## config.mk

```make
export PLATFORM = sky130hd
export DESIGN_NAME = instr_encoder
export DESIGN_NICKNAME = d
export VERILOG_FILES = /design/src/rtl/instr_encoder.sv
export SDC_FILE = /design/constraint.sdc
export NUM_CORES = 1
export LEC_CHECK = 0
export CORE_MARGIN = 2
export CORE_UTILIZATION = 45
export CTS_CLUSTER_SIZE = 8
export DETAILED_ROUTE_END_ITERATION = 6
export PLACE_DENSITY = 0.83
export SLEW_MARGIN = 20
export SYNTH_ARGS = -nofsm -noshare
export SYNTH_HDL_FRONTEND = slang
export SYNTH_SLANG_ARGS = --single-unit
```

## constraint.sdc

```tcl
create_clock -name clk -period 4 [get_ports clk]
set_input_delay 0.4 -clock clk [delete_from_list [all_inputs] [get_ports clk]]
set_output_delay 0.4 -clock clk [all_outputs]
set_load 0.05 [all_outputs]
```

## src/rtl/instr_encoder.sv

```systemverilog
// -----------------------------------------------------------------------------
// instr_encoder
//
// Packs one MIPS instruction request per handshake into the 32-bit machine
// word understood by the single-cycle `ctrl` decoder. Each word is written
// into instruction memory at an auto-incrementing word pointer. The `li`
// pseudo-instruction expands into a lui/ori pair that occupies two
// consecutive write cycles.
//
// Ports
//   clk        : the only clock; all state changes on the rising edge
//   reset      : synchronous, active-high; overrides every other input
//   req_valid  : a request is present
//   req_ready  : a request can be accepted this cycle (depends on state only)
//   req_kind   : 0 R, 1 ori, 2 lui, 3 lw, 4 sw, 5 beq, 6 j, 7 jal, 8 jr, 9 li
//                (codes 10..15 are illegal)
//   req_rs/rt/rd, req_func, req_imm : instruction fields
//   im_we      : instruction-memory write strobe (one cycle per word)
//   im_addr    : word address of the write
//   im_wdata   : encoded instruction word
//   err        : one-cycle pulse after an illegal kind has been accepted
//   wrapped    : sticky, set once the pointer has wrapped past the top word
// -----------------------------------------------------------------------------
module instr_encoder #(
    parameter int ADDR_W = 10
) (
    input  logic              clk,
    input  logic              reset,
    input  logic              req_valid,
    output logic              req_ready,
    input  logic [3:0]        req_kind,
    input  logic [4:0]        req_rs,
    input  logic [4:0]        req_rt,
    input  logic [4:0]        req_rd,
    input  logic [5:0]        req_func,
    input  logic [31:0]       req_imm,
    output logic              im_we,
    output logic [ADDR_W-1:0] im_addr,
    output logic [31:0]       im_wdata,
    output logic              err,
    output logic              wrapped
);

    typedef enum logic {
        ST_RUN,
        ST_LI2
    } state_t;

    localparam logic [3:0] K_R   = 4'd0;
    localparam logic [3:0] K_ORI = 4'd1;
    localparam logic [3:0] K_LUI = 4'd2;
    localparam logic [3:0] K_LW  = 4'd3;
    localparam logic [3:0] K_SW  = 4'd4;
    localparam logic [3:0] K_BEQ = 4'd5;
    localparam logic [3:0] K_J   = 4'd6;
    localparam logic [3:0] K_JAL = 4'd7;
    localparam logic [3:0] K_JR  = 4'd8;
    localparam logic [3:0] K_LI  = 4'd9;

    localparam logic [5:0] OP_SPECIAL = 6'b000000;
    localparam logic [5:0] OP_J       = 6'b000010;
    localparam logic [5:0] OP_JAL     = 6'b000011;
    localparam logic [5:0] OP_BEQ     = 6'b000100;
    localparam logic [5:0] OP_ORI     = 6'b001101;
    localparam logic [5:0] OP_LUI     = 6'b001111;
    localparam logic [5:0] OP_LW      = 6'b100011;
    localparam logic [5:0] OP_SW      = 6'b101011;
    localparam logic [5:0] FN_JR      = 6'b001000;

    state_t            r_state;
    state_t            w_state_next;
    logic [ADDR_W-1:0] r_ptr;
    logic              r_wrap_pend;
    logic              r_wrapped;
    logic              r_we;
    logic              r_err;
    logic [ADDR_W-1:0] r_addr;
    logic [31:0]       r_wdata;
    logic [4:0]        r_li_rt;
    logic [15:0]       r_li_lo;

    logic              w_legal;
    logic [31:0]       w_word;
    logic [31:0]       w_li_ori;
    logic              w_emit;
    logic [31:0]       w_emit_word;
    logic              w_err_next;
    logic              w_latch_li;

    // Encoding of the request currently on the input; for li this is the lui half.
    always_comb begin
        // NOTE: every signal written here gets a default first, so no path
        // leaves it unassigned and no latch is inferred.
        w_word  = '0;
        w_legal = 1'b1;
        case (req_kind)
            K_R: begin
                // R-type carrying the jr function code is emitted in the jr form.
                if (req_func == FN_JR) w_word = {OP_SPECIAL, req_rs, 15'b0, FN_JR};
                else                   w_word = {OP_SPECIAL, req_rs, req_rt, req_rd, 5'b0, req_func};
            end
            K_ORI:   w_word = {OP_ORI, req_rs, req_rt, req_imm[15:0]};
            K_LUI:   w_word = {OP_LUI, 5'b0, req_rt, req_imm[15:0]};
            K_LW:    w_word = {OP_LW, req_rs, req_rt, req_imm[15:0]};
            K_SW:    w_word = {OP_SW, req_rs, req_rt, req_imm[15:0]};
            K_BEQ:   w_word = {OP_BEQ, req_rs, req_rt, req_imm[15:0]};
            K_J:     w_word = {OP_J, req_imm[27:2]};
            K_JAL:   w_word = {OP_JAL, req_imm[27:2]};
            K_JR:    w_word = {OP_SPECIAL, req_rs, 15'b0, FN_JR};
            K_LI:    w_word = {OP_LUI, 5'b0, req_rt, req_imm[31:16]};
            default: w_legal = 1'b0;
        endcase
    end

    // Second half of li, rebuilt from the fields latched at acceptance.
    assign w_li_ori = {OP_ORI, r_li_rt, r_li_rt, r_li_lo};

    // Next-state and emit decisions.
    always_comb begin
        w_state_next = r_state;
        w_emit       = 1'b0;
        w_emit_word  = w_word;
        w_err_next   = 1'b0;
        w_latch_li   = 1'b0;
        case (r_state)
            ST_RUN: begin
                if (req_valid) begin
                    if (!w_legal) begin
                        w_err_next = 1'b1;
                    end else begin
                        w_emit = 1'b1;
                        if (req_kind == K_LI) begin
                            w_latch_li   = 1'b1;
                            w_state_next = ST_LI2;
                        end
                    end
                end
            end
            ST_LI2: begin
                w_emit       = 1'b1;
                w_emit_word  = w_li_ori;
                w_state_next = ST_RUN;
            end
        endcase
    end

    always_ff @(posedge clk) begin
        // NOTE: state is updated with non-blocking assignments so every
        // register samples the values from before this edge.
        if (reset) begin
            r_state     <= ST_RUN;
            r_ptr       <= '0;
            r_wrap_pend <= 1'b0;
            r_wrapped   <= 1'b0;
            r_we        <= 1'b0;
            r_err       <= 1'b0;
            r_addr      <= '0;
            r_wdata     <= '0;
        end else begin
            r_state <= w_state_next;
            r_we    <= w_emit;
            r_err   <= w_err_next;
            // A word leaving from the top address wraps the pointer; the sticky
            // flag follows one cycle later, alongside the first word at 0.
            r_wrap_pend <= w_emit && (r_ptr == '1);
            r_wrapped   <= r_wrapped | r_wrap_pend;
            if (w_emit) begin
                r_addr  <= r_ptr;
                r_wdata <= w_emit_word;
                r_ptr   <= r_ptr + ADDR_W'(1);
            end
        end
    end

    // NOTE: the li payload has no reset; it is only read in ST_LI2, which is
    // entered solely through the same edge that loads it.
    always_ff @(posedge clk) begin
        if (w_latch_li) begin
            r_li_rt <= req_rt;
            r_li_lo <= req_imm[15:0];
        end
    end

    assign req_ready = (r_state == ST_RUN);
    assign im_we     = r_we;
    assign im_addr   = r_addr;
    assign im_wdata  = r_wdata;
    assign err       = r_err;
    assign wrapped   = r_wrapped;

endmodule

```

==> impl_metrics.json, run 1 <==
{
  "synth.avg_cell_area_um2": 9.740,
  "clock.fmax_mhz": 391.7,
  "grt_pass1_wl_mm": 16.10,
  "finalSetupViolCount": 0,
  "cts_tree": "built",
  "drv_cap": 0,
  "vias": 3420,
  "overflow": 0,
  "crit_type": "in2reg",
  "route.detailed.drc": 0,
  "ys_ff_latch": 77,
  "ys.warnings.count": 0,
  "clockRootBuffer": "clkbuf_8",
  "drive_gt1_frac": 0.09978,
  "synth_area_leaders": "dfxtp_1 (31%), edfxtp_1 (18%), a22oi_1 (5.5%)",
  "reg2reg_slack_ns": 2.07,
  "switchingPower_w": 0.0005051,
  "fp.dieW_um": 93.13,
  "path_cells": "clkdlybuf4s50_1 > o21ai_2 > nand3_1 > or2_1 > o22ai_1",
  "detailed_place_hpwl_mm": 7.149,
  "ys_seq_area_frac": 0.4900,
  "rsz0062_at_grt": "no",
  "start_util": 0.4626,
  "synth_area_um2": 3575,
  "drv_slew": 0,
  "antenna_found_initial": 0,
  "synth_fp_nets": 428,
  "async_flop_share": 0,
  "die_h_um": 93.13,
  "cp.buffers_inverters": 1,
  "critPathMaxStageDelay_ns": 0.71,
  "timing.final.crit_share": 0.6383,
  "avgRoutedWirePerCell_um": 17.93,
  "num_rows": 32,
  "gp_congestion": 0.9208,
  "max-slew-margin-rel": 0.4790,
  "wl_met3_um": 931,
  "synth_edf_count": 21,
  "path_clk_slew_ns": 0.08,
  "synth_top_flop_cell": "dfxtp_1",
  "final_nets": 517,
  "hold_path_class": "reg2reg",
  "startpoint_type": "primary input",
  "cp_data_arrival_time_ns": 2.82,
  "cp_max_fo": 21,
  "finalCriticalPeriod_ns": 2.553,
  "setup-tns-final_ns": 0,
  "cp.required_ns": 4.27,
  "power_frac_seq": 0.447,
  "cts-buffers-inserted": 9,
  "dieArea_um2": 8672,
  "netlist_instances": 367,
  "worstHoldPathCells": 2,
  "grt.total_usage": 0.2360,
  "yosys.area_share.adder": 0.003500,
  "routed_wl_mm": 10.09,
  "ir_worst_vdd_mv": 0.1965,
  "ys_types": 57,
  "ios": 106,
  "grt_max_degree": 60,
  "critPathSlowestCell": "clkdlybuf4s50_1",
  "synth_compound_area_frac": 0.2618,
  "hold_violations": 0,
  "num_antenna_cells": 0,
  "wl_met2_mm": 4.826,
  "p_per_area_nw_per_um2": 386.8,
  "yosysMostFrequentCell": "dfxtp_1",
  "ant_nets": 0,
  "grt_pass1_vias": 3278,
  "clk_path_buf_depth": 2,
  "crit_family": "simple AND/OR/NAND/NOR gates",
  "cts_sinks": 77,
  "min_to": "wrapped",
  "synth_common_cells": "dfxtp_1 (56), a21oi_1 (33), nand2_1 (27)",
  "r2r-start": "r_state",
  "p_clk_frac": 0.381,
  "viasPerCell": 6.075,
  "r2r-end": "im_wdata[1]",
  "coreArea_um2": 7727,
  "dr.pass1.iters": 6,
  "synth-simple-area-share": 0.1495,
  "swShare": 0.2686,
  "yosys.area.top_type": "dfxtp_1",
  "min_from": "r_wrap_pend",
  "cts_hold_buf": 0,
  "p_comb_frac": 0.172,
  "end_kind": "register",
  "areaGrowthSynthToFinish_pct": 36.02,
  "clk_latency_ns": 0.35,
  "worst-r2r-cell-count": 4,
  "synth_top_family_by_area": "compound AO/OA/AOI/OAI gates",
  "hold_ws_ns": 0.4455,
  "tightest_slew_ns": 0.7815,
  "htree_levels": 3,
  "synth.mux.area_fraction": 0.02485,
  "wl_met1_mm": 4.091,
  "cts_resized": 0,
  "synth_top_area_frac": 0.3136,
  "intPower_w": 0.001375,
  "drt_iter0_drc": 298,
  "postCtsSetupBuffers": 0,
  "port_buffers": 104,
  "status": "finished clean",
  "top_layer": "met4",
  "leakage_nw": 1.646,
  "synthXorXnorAreaFrac": 0.01225,
  "fin_worst_skew_ns": 0.008316
}
cells in the final DEF, fill, tap and decap left out, types with 4 or more instances in the layout:
cell type        Yosys  routed
nand2b_1             4       4
edfxtp_1            21      21
nor2_1              19      18
or3b_2               5       5
and3_1               7       7
nand3_1             10      10
a222oi_1            10      10
a21oi_1             33      33
nor3_1               5       5
a22oi_1             26      26
dfxtp_1             56      56
a22o_1               6       6
o21ai_1              5       5
clkbuf_8             0       9
mux2_2               7       7
a221oi_1             6       6
o21ai_0              8       8
o22ai_1             21      21
inv_1                9       9
clkdlybuf4s50_1      0     103
buf_4                8       6
nand2_1             27      27
o221ai_1             5       5
final cells by class:
type,instances,area [um2]
Clock inverter,7,122.6
Tap cell,102,127.6
Timing Repair Buffer,110,1081
Clock buffer,9,123.9
Sequential cell,77,1752
Inverter,9,33.78
Fill cell,653,2865
Multi-Input combinational cell,249,1622
layer usage:
metal,track usage,vias up
met4,0.09069,0
met1,0.3084,1600
met2,0.3865,218
met5,0,-
li1,-,1579
met3,0.04674,23
sequential cells by signal, indices dropped and copies added (netlist names):
register / count
im_wdata: 31
im_addr: 10
r_state: 1
err: 1
im_we: 1
r_li_lo: 16
r_wrap_pend: 1
r_li_rt: 5
wrapped: 1
r_ptr: 10
power by group through the flow:
stage / sequential (W) / clock, W / combinational [W]
after CTS: 0.000840 / 0.000731 / 0.000322
final: 0.000840 / 0.000717 / 0.000324
after floorplan: 0.000920 / 0 / 0.000125
after global placement: 0.000857 / 0 / 0.000315
after detailed placement: 0.000857 / 0 / 0.000321
after global routing: 0.000842 / 0.000761 / 0.000344
worst max-delay path by stage:
| stage | startpoint | to | slack [ns] | cells past startpoint |
|---|---|---|---|---|
| after global placement | req_kind[1] | im_wdata[19] | 1.26 | 5 |
| final | req_kind[1] | im_wdata[1] | 1.45 | 5 |
| after floorplan | r_state | r_li_lo[0] | 1.63 | 4 |
| after CTS | req_kind[1] | im_wdata[20] | 1.49 | 5 |
| after global routing | req_kind[1] | im_wdata[21] | 1.25 | 5 |
| after detailed placement | req_kind[1] | im_wdata[20] | 1.11 | 5 |
logic make-up after synthesis:
logic type / Yosys count
and+or+nand+nor: 99
buffers and inverters: 41
adders and majority gates: 1
other: 1
muxes: 8
AOI/OAI and AO/OA: 135
xor gates and xnor gates: 5
DFF: 77
worst min-delay path: stages, from the launching register on:
cell     delay (ns)
dfxtp_1        0.31
nor2_1         0.04
nor2_1         0.06
through the flow:
step | cells | util | total power (W) | setup slack [ns] | area [um2]
finish | 563 | 0.6292 | 0.001881 | 1.447 | 4862
global route | 563 | 0.6292 | 0.001948 | 1.245 | 4862
CTS | 563 | 0.6292 | 0.001892 | 1.490 | 4862
detailed placement | 547 | 0.5973 | 0.001178 | 1.109 | 4616
global placement | 547 | 0.5973 | 0.001172 | 1.259 | 4616
floorplan | 367 | - | 0.001045 | 1.629 | 3575
(Power assumes the default switching activity.)
==> inputs of run 2 (changes only) <==
--- a/config.mk
+++ b/config.mk
@@ -6,7 +6,7 @@
 export NUM_CORES = 1
 export LEC_CHECK = 0
 export CORE_MARGIN = 2
-export CORE_UTILIZATION = 45
+export CORE_UTILIZATION = 43
 export CTS_CLUSTER_SIZE = 8
 export DETAILED_ROUTE_END_ITERATION = 6
 export PLACE_DENSITY = 0.83
==> constraint.sdc (replaced) <==
create_clock -name clk -period 2.1 [get_ports clk]
set_input_delay 0.21 -clock clk [delete_from_list [all_inputs] [get_ports clk]]
set_output_delay 0.21 -clock clk [all_outputs]
set_load 0.05 [all_outputs]
==> run 2 against run 1 <==
Against the previous run:
- clock-buffer cell count unchanged
- die area up 4.5%
- hold slack worse by 0.13 ns
- sequential share of layout area down 0.90 points
- power up 83%
- critical path depth up 2
- critical endpoint is now im_wdata[14]
==> impl_metrics.json, run 2 (synthesis results as in run 1) <==
{
  "grt_pass1_vias": 3446,
  "dpl_cell_area_um2": 4772,
  "cp.required_ns": 2.32,
  "cp_max_fo": 10,
  "fin_area_um2": 4986,
  "final_cell_mix": "clkdlybuf4s50_1 (102), dfxtp_1 (56), a21oi_1 (33)",
  "ant_nets": 0,
  "finalSetupViolCount": 0,
  "crit_type": "in2reg",
  "route.detailed.drc": 0,
  "drv_cap": 0,
  "ios": 106,
  "dr.pass1.iters": 5,
  "place_inst": 569,
  "drv_slew": 0,
  "hold_violations": 0,
  "path_common_cell": "buf_4",
  "die_h_um": 95.18,
  "coreArea_um2": 8134,
  "cts-buffers-inserted": 9,
  "detailed_place_hpwl_mm": 7.646,
  "layout_setup_ws_ns": 0.2732,
  "largest_reg_flops": 31,
  "clk_latency_ns": 0.35,
  "routed_wl_mm": 10.38,
  "setup-tns-final_ns": 0,
  "grt_max_degree": 41,
  "fin_worst_skew_ns": 0.009094,
  "instances_no_fill": 585,
  "drive_gt1_frac": 0.1354,
  "avgRoutedWirePerCell_um": 17.74,
  "path_clk_slew_ns": 0.07,
  "path_cells": "clkdlybuf4s50_1 > buf_4 > buf_4 > and3b_1 > buf_4 > a222oi_1 > o21ai_1",
  "clock.fmax_mhz": 547.4,
  "layout_commonest_cell": "clkdlybuf4s50_1",
  "leakage_nw": 1.734,
  "areaGrowthSynthToFinish_pct": 39.48,
  "start_util": 0.4395,
  "max-slew-margin-rel": 0.4736,
  "antenna_found_initial": 0,
  "end_kind": "register",
  "hold_path_class": "in2reg",
  "gp_congestion": 0.8879,
  "drt_iter0_drc": 249,
  "tightest_slew_ns": 0.7897,
  "timing.final.crit_share": 0.8699,
  "finalCriticalPeriod_ns": 1.827,
  "viasPerCell": 6.000,
  "num_rows": 33,
  "p_per_area_nw_per_um2": 691.8,
  "cts_tree": "built",
  "cts_sinks": 77,
  "pre_cts_slack_ns": -0.06257,
  "htree_levels": 3,
  "cts_hold_buf": 0,
  "status": "finished clean",
  "cts_resized": 0,
  "critPathSlowestCell": "clkdlybuf4s50_1",
  "final_nets": 536,
  "overflow": 0,
  "dieArea_um2": 9058,
  "port_buffers": 104,
  "postCtsSetupBuffers": 0,
  "critPathMaxStageDelay_ns": 0.55,
  "num_antenna_cells": 0,
  "grt_pass1_wl_mm": 16.68,
  "ir_worst_vdd_mv": 0.4496,
  "cp_data_arrival_time_ns": 2.05,
  "clk_path_buf_depth": 2,
  "startpoint_type": "primary input",
  "rsz0062_at_grt": "no",
  "grt.total_usage": 0.2383,
  "fp.dieW_um": 95.18,
  "clockRootBuffer": "clkbuf_8",
  "vias": 3510
}
## run 2: worst paths after layout
check              startpoint      endpoint  slack (ns)  cells after the start
setup reg to reg      r_state      r_ptr[5]        0.50                      4
hold / removal          reset   im_wdata[5]        0.32                      2
setup / recovery  req_kind[1]  im_wdata[14]        0.27                      7
hold reg to reg   r_wrap_pend       wrapped        0.44                      2
## run 2: per-layer routing
layer,up-vias,track usage,routed length (um)
li1,1615,-,-
met1,1682,0.2956,4152
met2,195,0.4073,5180
met3,18,0.05138,843
met4,0,0.08575,200
met5,-,0,0
## run 2: power breakdown
| group | leakage [nW] | internal (W) | switching [W] |
|---|---|---|---|
| logic | 0.983 | 0.000281 | 0.000365 |
| clock network | 0.107 | 0.000662 | 0.000542 |
| registers | 0.645 | 0.00157 | 0.0000332 |
| total | 1.73 | 0.00251 | 0.000940 |
## run 2: worst max-delay path: cells and delay by family
kind            cells  cell delay, ns
compound gates      2            0.53
buf+inv             4            1.10
simple gates        1            0.20
## run 2: area by class of cell
cell class | count | area (um2)
clock buffers | 9 | 123.9
clock inverters | 7 | 90.09
fillers | 664 | 3148
inverters | 9 | 33.78
multi-input cells | 249 | 1622
flip-flops and latches | 77 | 1752
well taps | 105 | 131.4
repair buffers | 129 | 1234
## run 2: stage by stage
step	utilization	power, W	hold WS, ns
final	0.6130	0.003449	0.3180
after detailed placement	0.5867	0.002273	0.4277
after global placement	0.5867	0.002260	0.4210
after global routing	0.6130	0.003567	0.3213
after CTS	0.6130	0.003461	0.2865
after floorplan	-	0.001990	0.3089
